**config.mk**
```make
export PLATFORM = sky130hd
export DESIGN_NAME = serial_index_decoder_flat
export DESIGN_NICKNAME = d
export VERILOG_FILES = /design/src/rtl/serial_index_decoder_if.sv /design/src/rtl/serial_index_decoder.sv /design/src/flat_wrapper.sv
export SDC_FILE = /design/constraint.sdc
export NUM_CORES = 1
export LEC_CHECK = 0
export BUFFER_PORTS_ARGS = -buffer_cell sky130_fd_sc_hd__buf_4
export CORE_MARGIN = 2
export CORE_UTILIZATION = 35
export CTS_BUF_LIST = sky130_fd_sc_hd__clkbuf_8
export DETAILED_ROUTE_END_ITERATION = 16
export PLACE_DENSITY_LB_ADDON = 0.05
export SYNTH_ARGS = -nofsm -noshare
export SYNTH_HDL_FRONTEND = slang
export SYNTH_SLANG_ARGS = --single-unit
```
**constraint.sdc**
```tcl
create_clock -name clk -period 2.1 [get_ports clk]
set_clock_uncertainty 0.1 [all_clocks]
set_input_delay 0.21 -clock clk [delete_from_list [all_inputs] [get_ports clk]]
set_output_delay 0.21 -clock clk [all_outputs]
set_load 0.005 [all_outputs]
```
**src/rtl/serial_index_decoder_if.sv**
```systemverilog
// Index-in / decoded-beat-out handshake bundle for serial_index_decoder.
interface serial_index_decoder_if #(
  parameter int unsigned IDX_W  = 7,
  parameter int unsigned WORD_W = 32
);
  localparam int unsigned TOTAL     = 1 << IDX_W;
  localparam int unsigned NUM_WORDS = TOTAL / WORD_W;
  localparam int unsigned WI_W      = (NUM_WORDS > 1) ? $clog2(NUM_WORDS) : 1;

  logic              in_valid;
  logic              in_ready;
  logic [IDX_W-1:0]  in_idx;
  logic              in_mode;
  logic              out_valid;
  logic              out_ready;
  logic [WORD_W-1:0] out_data;
  logic [WI_W-1:0]   out_word_idx;
  logic              out_last;

  // Producer of indices / consumer of beats.
  modport master (
    output in_valid, in_idx, in_mode, out_ready,
    input  in_ready, out_valid, out_data, out_word_idx, out_last
  );

  // The decoder itself.
  modport slave (
    input  in_valid, in_idx, in_mode, out_ready,
    output in_ready, out_valid, out_data, out_word_idx, out_last
  );
endinterface

```
**src/rtl/serial_index_decoder.sv**
```systemverilog
// Word-serial one-hot / thermometer decoder: captures an index, then streams
// the 2^IDX_W-bit decoded vector LSW first, WORD_W bits per beat. Each beat is
// generated on the fly from the captured index and the beat counter.
module serial_index_decoder #(
  parameter int unsigned IDX_W  = 7,
  parameter int unsigned WORD_W = 32
) (
  input logic                   clk,
  input logic                   rst_n,
  serial_index_decoder_if.slave bus
);
  localparam int unsigned TOTAL     = 1 << IDX_W;
  localparam int unsigned NUM_WORDS = TOTAL / WORD_W;
  localparam int unsigned WI_W      = (NUM_WORDS > 1) ? $clog2(NUM_WORDS) : 1;
  localparam logic [WI_W-1:0] LAST_WORD = WI_W'(NUM_WORDS - 1);

  typedef enum logic {IDLE = 1'b0, SEND = 1'b1} state_t;

  state_t            state, state_nx;
  logic [WI_W-1:0]   cnt, cnt_nx;
  logic [IDX_W-1:0]  idx, idx_nx;
  logic              mode, mode_nx;

  logic              valid_c;
  logic              last_c;
  logic              ready_c;
  logic [WORD_W-1:0] beat_c;

  // State, beat counter and captured index/mode.
  always_ff @(posedge clk) begin
    if (!rst_n) begin
      state <= IDLE;
      cnt   <= '0;
      idx   <= '0;
      mode  <= 1'b0;
    end else begin
      state <= state_nx;
      cnt   <= cnt_nx;
      idx   <= idx_nx;
      mode  <= mode_nx;
    end
  end

  // Next state: accept from IDLE, or chain a new index onto the last beat.
  always_comb begin
    state_nx = state;
    cnt_nx   = cnt;
    idx_nx   = idx;
    mode_nx  = mode;
    case (state)
      IDLE: begin
        if (bus.in_valid) begin
          idx_nx   = bus.in_idx;
          mode_nx  = bus.in_mode;
          cnt_nx   = '0;
          state_nx = SEND;
        end
      end
      SEND: begin
        if (bus.out_ready) begin
          if (last_c) begin
            cnt_nx = '0;
            if (bus.in_valid) begin
              idx_nx  = bus.in_idx;
              mode_nx = bus.in_mode;
            end else begin
              state_nx = IDLE;
            end
          end else begin
            cnt_nx = cnt + WI_W'(1);
          end
        end
      end
      default: state_nx = IDLE;
    endcase
  end

  // Outputs decoded from registered state; in_ready also sees out_ready/rst_n.
  always_comb begin
    valid_c = (state == SEND);
    last_c  = valid_c && (cnt == LAST_WORD);
    ready_c = rst_n && (!valid_c || (bus.out_ready && last_c));
    beat_c  = '0;
    if (valid_c) begin
      for (int unsigned j = 0; j < WORD_W; j++) begin
        if (mode) beat_c[j] = ((32'(cnt) * WORD_W + j) <= 32'(idx));
        else      beat_c[j] = ((32'(cnt) * WORD_W + j) == 32'(idx));
      end
    end
  end

  assign bus.out_valid    = valid_c;
  assign bus.out_last     = last_c;
  assign bus.out_data     = beat_c;
  assign bus.out_word_idx = cnt;
  assign bus.in_ready     = ready_c;
endmodule

```
**src/flat_wrapper.sv**
```systemverilog
// flat-port wrapper written by rule: the top's interface ports become plain ports
module serial_index_decoder_flat 
#(
  parameter int unsigned IDX_W  = 7,
  parameter int unsigned WORD_W = 32
)
  (clk, rst_n, bus_in_valid, bus_in_idx, bus_in_mode, bus_out_ready, bus_in_ready, bus_out_valid, bus_out_data, bus_out_word_idx, bus_out_last);
  serial_index_decoder_if #(.IDX_W(IDX_W), .WORD_W(WORD_W)) bus_i ();
  input logic clk;
  input logic rst_n;
  input wire logic [$bits(bus_i.in_valid)-1:0] bus_in_valid;
  input wire logic [$bits(bus_i.in_idx)-1:0] bus_in_idx;
  input wire logic [$bits(bus_i.in_mode)-1:0] bus_in_mode;
  input wire logic [$bits(bus_i.out_ready)-1:0] bus_out_ready;
  output wire logic [$bits(bus_i.in_ready)-1:0] bus_in_ready;
  output wire logic [$bits(bus_i.out_valid)-1:0] bus_out_valid;
  output wire logic [$bits(bus_i.out_data)-1:0] bus_out_data;
  output wire logic [$bits(bus_i.out_word_idx)-1:0] bus_out_word_idx;
  output wire logic [$bits(bus_i.out_last)-1:0] bus_out_last;
  assign bus_i.in_valid = bus_in_valid;
  assign bus_i.in_idx = bus_in_idx;
  assign bus_i.in_mode = bus_in_mode;
  assign bus_i.out_ready = bus_out_ready;
  assign bus_in_ready = bus_i.in_ready;
  assign bus_out_valid = bus_i.out_valid;
  assign bus_out_data = bus_i.out_data;
  assign bus_out_word_idx = bus_i.out_word_idx;
  assign bus_out_last = bus_i.out_last;
  serial_index_decoder #(.IDX_W(IDX_W), .WORD_W(WORD_W)) u_core (.clk(clk), .rst_n(rst_n), .bus(bus_i));
endmodule
```
==> impl_metrics.yaml <==
run_status:
  status: "finished with violations"
  violations: "negative setup slack"
worst_setup_path:
  cp_top_family: "simple AND/OR/NAND/NOR gates"
  worstPathArrival_ps: 1820
  r2r_setup_slack_ps: 310
  path_buf_inv: 3
  cp_data_required_time_ps: 1790
  critPathSlowestCell: "dfxtp_2"
  worst-path-max-fanout: 6
  crit_chain: "inv_2, ha_4, buf_4, and3b_2, and2_4, o2bb2ai_1, and2_1, buf_4"
  critical_path.max_stage_delay_ps: 330
  crit_path_end_kind: "output pin"
  critPathKind: "reg -> out"
  r2r_end: "u_core.idx[3]"
  worst_r2r_path_depth: 7
  crit_top_cell: "buf_4"
  startpoint_type: "register"
  rr_startpoint: "u_core.bus.out_word_idx[1]"
drt:
  antenna_left: 0
  viasPerCell: 5.24
  wl_per_cell_um: 13.5
  drt_first_pass_iters: 4
  drc: 0
  wirelength_um: 3950
  vias: 1536
  drt_iter0_drc: 83
layout:
  num_antenna_cells: 0
  drive_gt1_share_pct: 40.4
  final_nets: 262
  fin_area_mm2: 0.00197
  synthToLayoutAreaGrowth_pct: 49.2
clocking:
  h-tree-depth: 1
  cts_tree: "yes"
  clkSlewWorstSetupHoldPaths_ps: 50
  cts_buffers: 3
  hold_buffers: 0
  cts_root_buf: "clkbuf_8"
  clock_latency_ps: 230
  cts.sinks: 11
  clockBufferDepth: 2
place:
  hpwlAfterDp_um: 2950
  place_area_mm2: 0.00180
  gp_congestion: 0.880
  io_buffers: 48
yosys:
  ys_ff_latch: 11
  synth.area.top_cells: "dfxtp_1 17%, mux2i_1 9.1%, nor2b_1 8.0%, nand2_1 5.4%, o21a_1 5.1%"
  synth_nets: 205
  synth-edff-count: 0
  yosysSeqAreaShare_pct: 16.7
  synthCells: 189
  yosys.area.top_type: "dfxtp_1"
  synth_top_area_share_pct: 16.7
  synth_area_mm2: 0.00132
  yosys_most_used_dff: "dfxtp_1"
  postSynthAreaPerCell_um2: 6.99
  synth_most_common_cell: "nand2_1"
  synth_warnings: 0
  synth_common_cells: "19 x nand2_1, 17 x nor2b_1, 15 x nor2_1, 13 x a21oi_1, 12 x mux2i_1"
  ys_types: 39
  async_flop_share_pct: 0
power_and_ir_drop:
  irDropWorstVdd_v: 0.000446
  p_leak_nw: 0.928
  p_per_area_mw_per_mm2: 408
  power_uw: 804
grt:
  grt_pass1_wl_um: 6400
  grt_usage_pct: 18.5
  grt_max_degree: 39
  grt_overflow_total: 0
  grt_pass1_vias: 1383
  antenna_found_initial: 0
min_path:
  hold_class: "in -> reg"
  hold_depth: 2
  min_from: "bus_in_valid"
  worst_hold_path.endpoint: "u_core.bus.out_valid"
sta:
  hold_ws_ps: 105
  clock.fmax_ghz: 0.469
  min_period_over_period_pct: 101
  slew_headroom_pct: 74.6
  period_minus_slack_ps: 2130
  setup_viol: 5
  rsz0062_at_grt: "yes"
  fin_ws_ps: -31.2
  finalHoldViolCount: 0
  worstMarginPinSlew_ps: 378
  slew_viol_final: 0
floorplan:
  dieArea_mm2: 0.00428
  ios: 49
  start_util_pct: 36.4
  fp-row-count: 22
  die_w_um: 65.4
  fp.dieH_um: 65.4
  core_mm2: 0.00363
job:
  drv_cap: 0
-- power breakdown --
group,leakage [nW],switching (mW),internal [mW],total (mW)
registers,0.0924,0.0225,0.222,0.245
clock network,0.0269,0.0729,0.128,0.201
logic,0.809,0.172,0.186,0.358
total,0.928,0.268,0.536,0.804
-- metrics by stage --
| stage | utilization, % | setup TNS [ps] | worst slack (ps) | instances |
|---|---|---|---|---|
| 6_report | 54.3 | -119 | -31.2 | 293 |
| 5_1_grt | 54.3 | -1250 | -118 | 293 |
| 4_1_cts | 52.9 | -360 | -81.2 | 291 |
| 3_5_place_dp | 49.6 | 0 | 3.89 | 284 |
| 3_3_place_gp | 49.6 | 0 | 12.4 | 284 |
| 2_1_floorplan | - | 0 | 65.0 | 189 |
-- worst max path at each step --
stage	startpoint	end	slack (ps)	cells past startpoint
floorplan	u_core.bus.out_word_idx[0]	bus_out_data[17]	60	7
global placement	u_core.idx[6]	bus_out_data[27]	10	7
detailed placement	u_core.idx[6]	bus_out_data[1]	4	7
CTS	u_core.idx[6]	bus_out_data[1]	-80	7
global route	u_core.idx[6]	bus_out_data[1]	-120	7
finish	u_core.idx[6]	bus_out_data[13]	-30	8
-- sequential cells by signal, indices dropped and copies added, names as in the netlist --
signal,cells
u_core.bus.out_valid,1
u_core.bus.out_word_idx,2
u_core.mode,1
u_core.idx,7
-- what timing repair did --
| action | in CTS | in global routing |
|---|---|---|
| pin swaps | 4 | 9 |
| endpoints found under the setup margin | 32 | 29 |
| buffers inserted | 3 | 2 |
| resized for setup | 15 | 14 |
-- cell families (layout without fill, tap and decap cells) --
kind of cell	after synthesis	count (layout)	synth area share, %
multiplexers	12	12	9.09
flip-flops	11	11	16.7
adder cells (fa/ha/maj)	4	4	3.79
AND/OR/NAND/NOR	91	91	38.7
buffers and inverters	24	80	8.24
AO/OA/AOI/OAI	47	47	23.5
-- placed cells by master (no fill, tap or decap), types with 3 or more instances in the layout --
| master | synthesis | routed |
|---|---|---|
| a21boi_0 | 5 | 3 |
| a21oi_1 | 13 | 12 |
| and2_1 | 9 | 8 |
| buf_4 | 1 | 71 |
| clkbuf_8 | 0 | 3 |
| dfxtp_1 | 11 | 6 |
| dfxtp_2 | 0 | 5 |
| inv_1 | 4 | 3 |
| mux2i_1 | 12 | 12 |
| nand2_1 | 19 | 18 |
| nand2b_1 | 3 | 3 |
| nand3_1 | 5 | 4 |
| nand4_1 | 3 | 3 |
| nor2_1 | 15 | 14 |
| nor2b_1 | 17 | 17 |
| nor3_1 | 3 | 3 |
| o211a_1 | 3 | 3 |
| o21a_1 | 9 | 9 |
| o21ai_0 | 9 | 7 |
-- cell type report --
cell class | count | area, µm²
Multi-Input combinational cell | 154 | 1070
Sequential cell | 11 | 226
Clock buffer | 3 | 41.3
Inverter | 4 | 15.0
Timing Repair Buffer | 72 | 553
Fill cell | 358 | 1660
Clock inverter | 1 | 3.75
Tap cell | 48 | 60.1
-- layer usage --
| layer | GRT usage, % | up-vias | share of wire, % |
|---|---|---|---|
| li1 | - | 778 | - |
| met1 | 22.6 | 711 | 46 |
| met2 | 34.3 | 41 | 49 |
| met3 | 2.05 | 6 | 4.3 |
| met4 | 4.69 | 0 | 1.2 |
| met5 | 0 | - | 0 |
No activity file was read; power rests on OpenSTA's default activity.
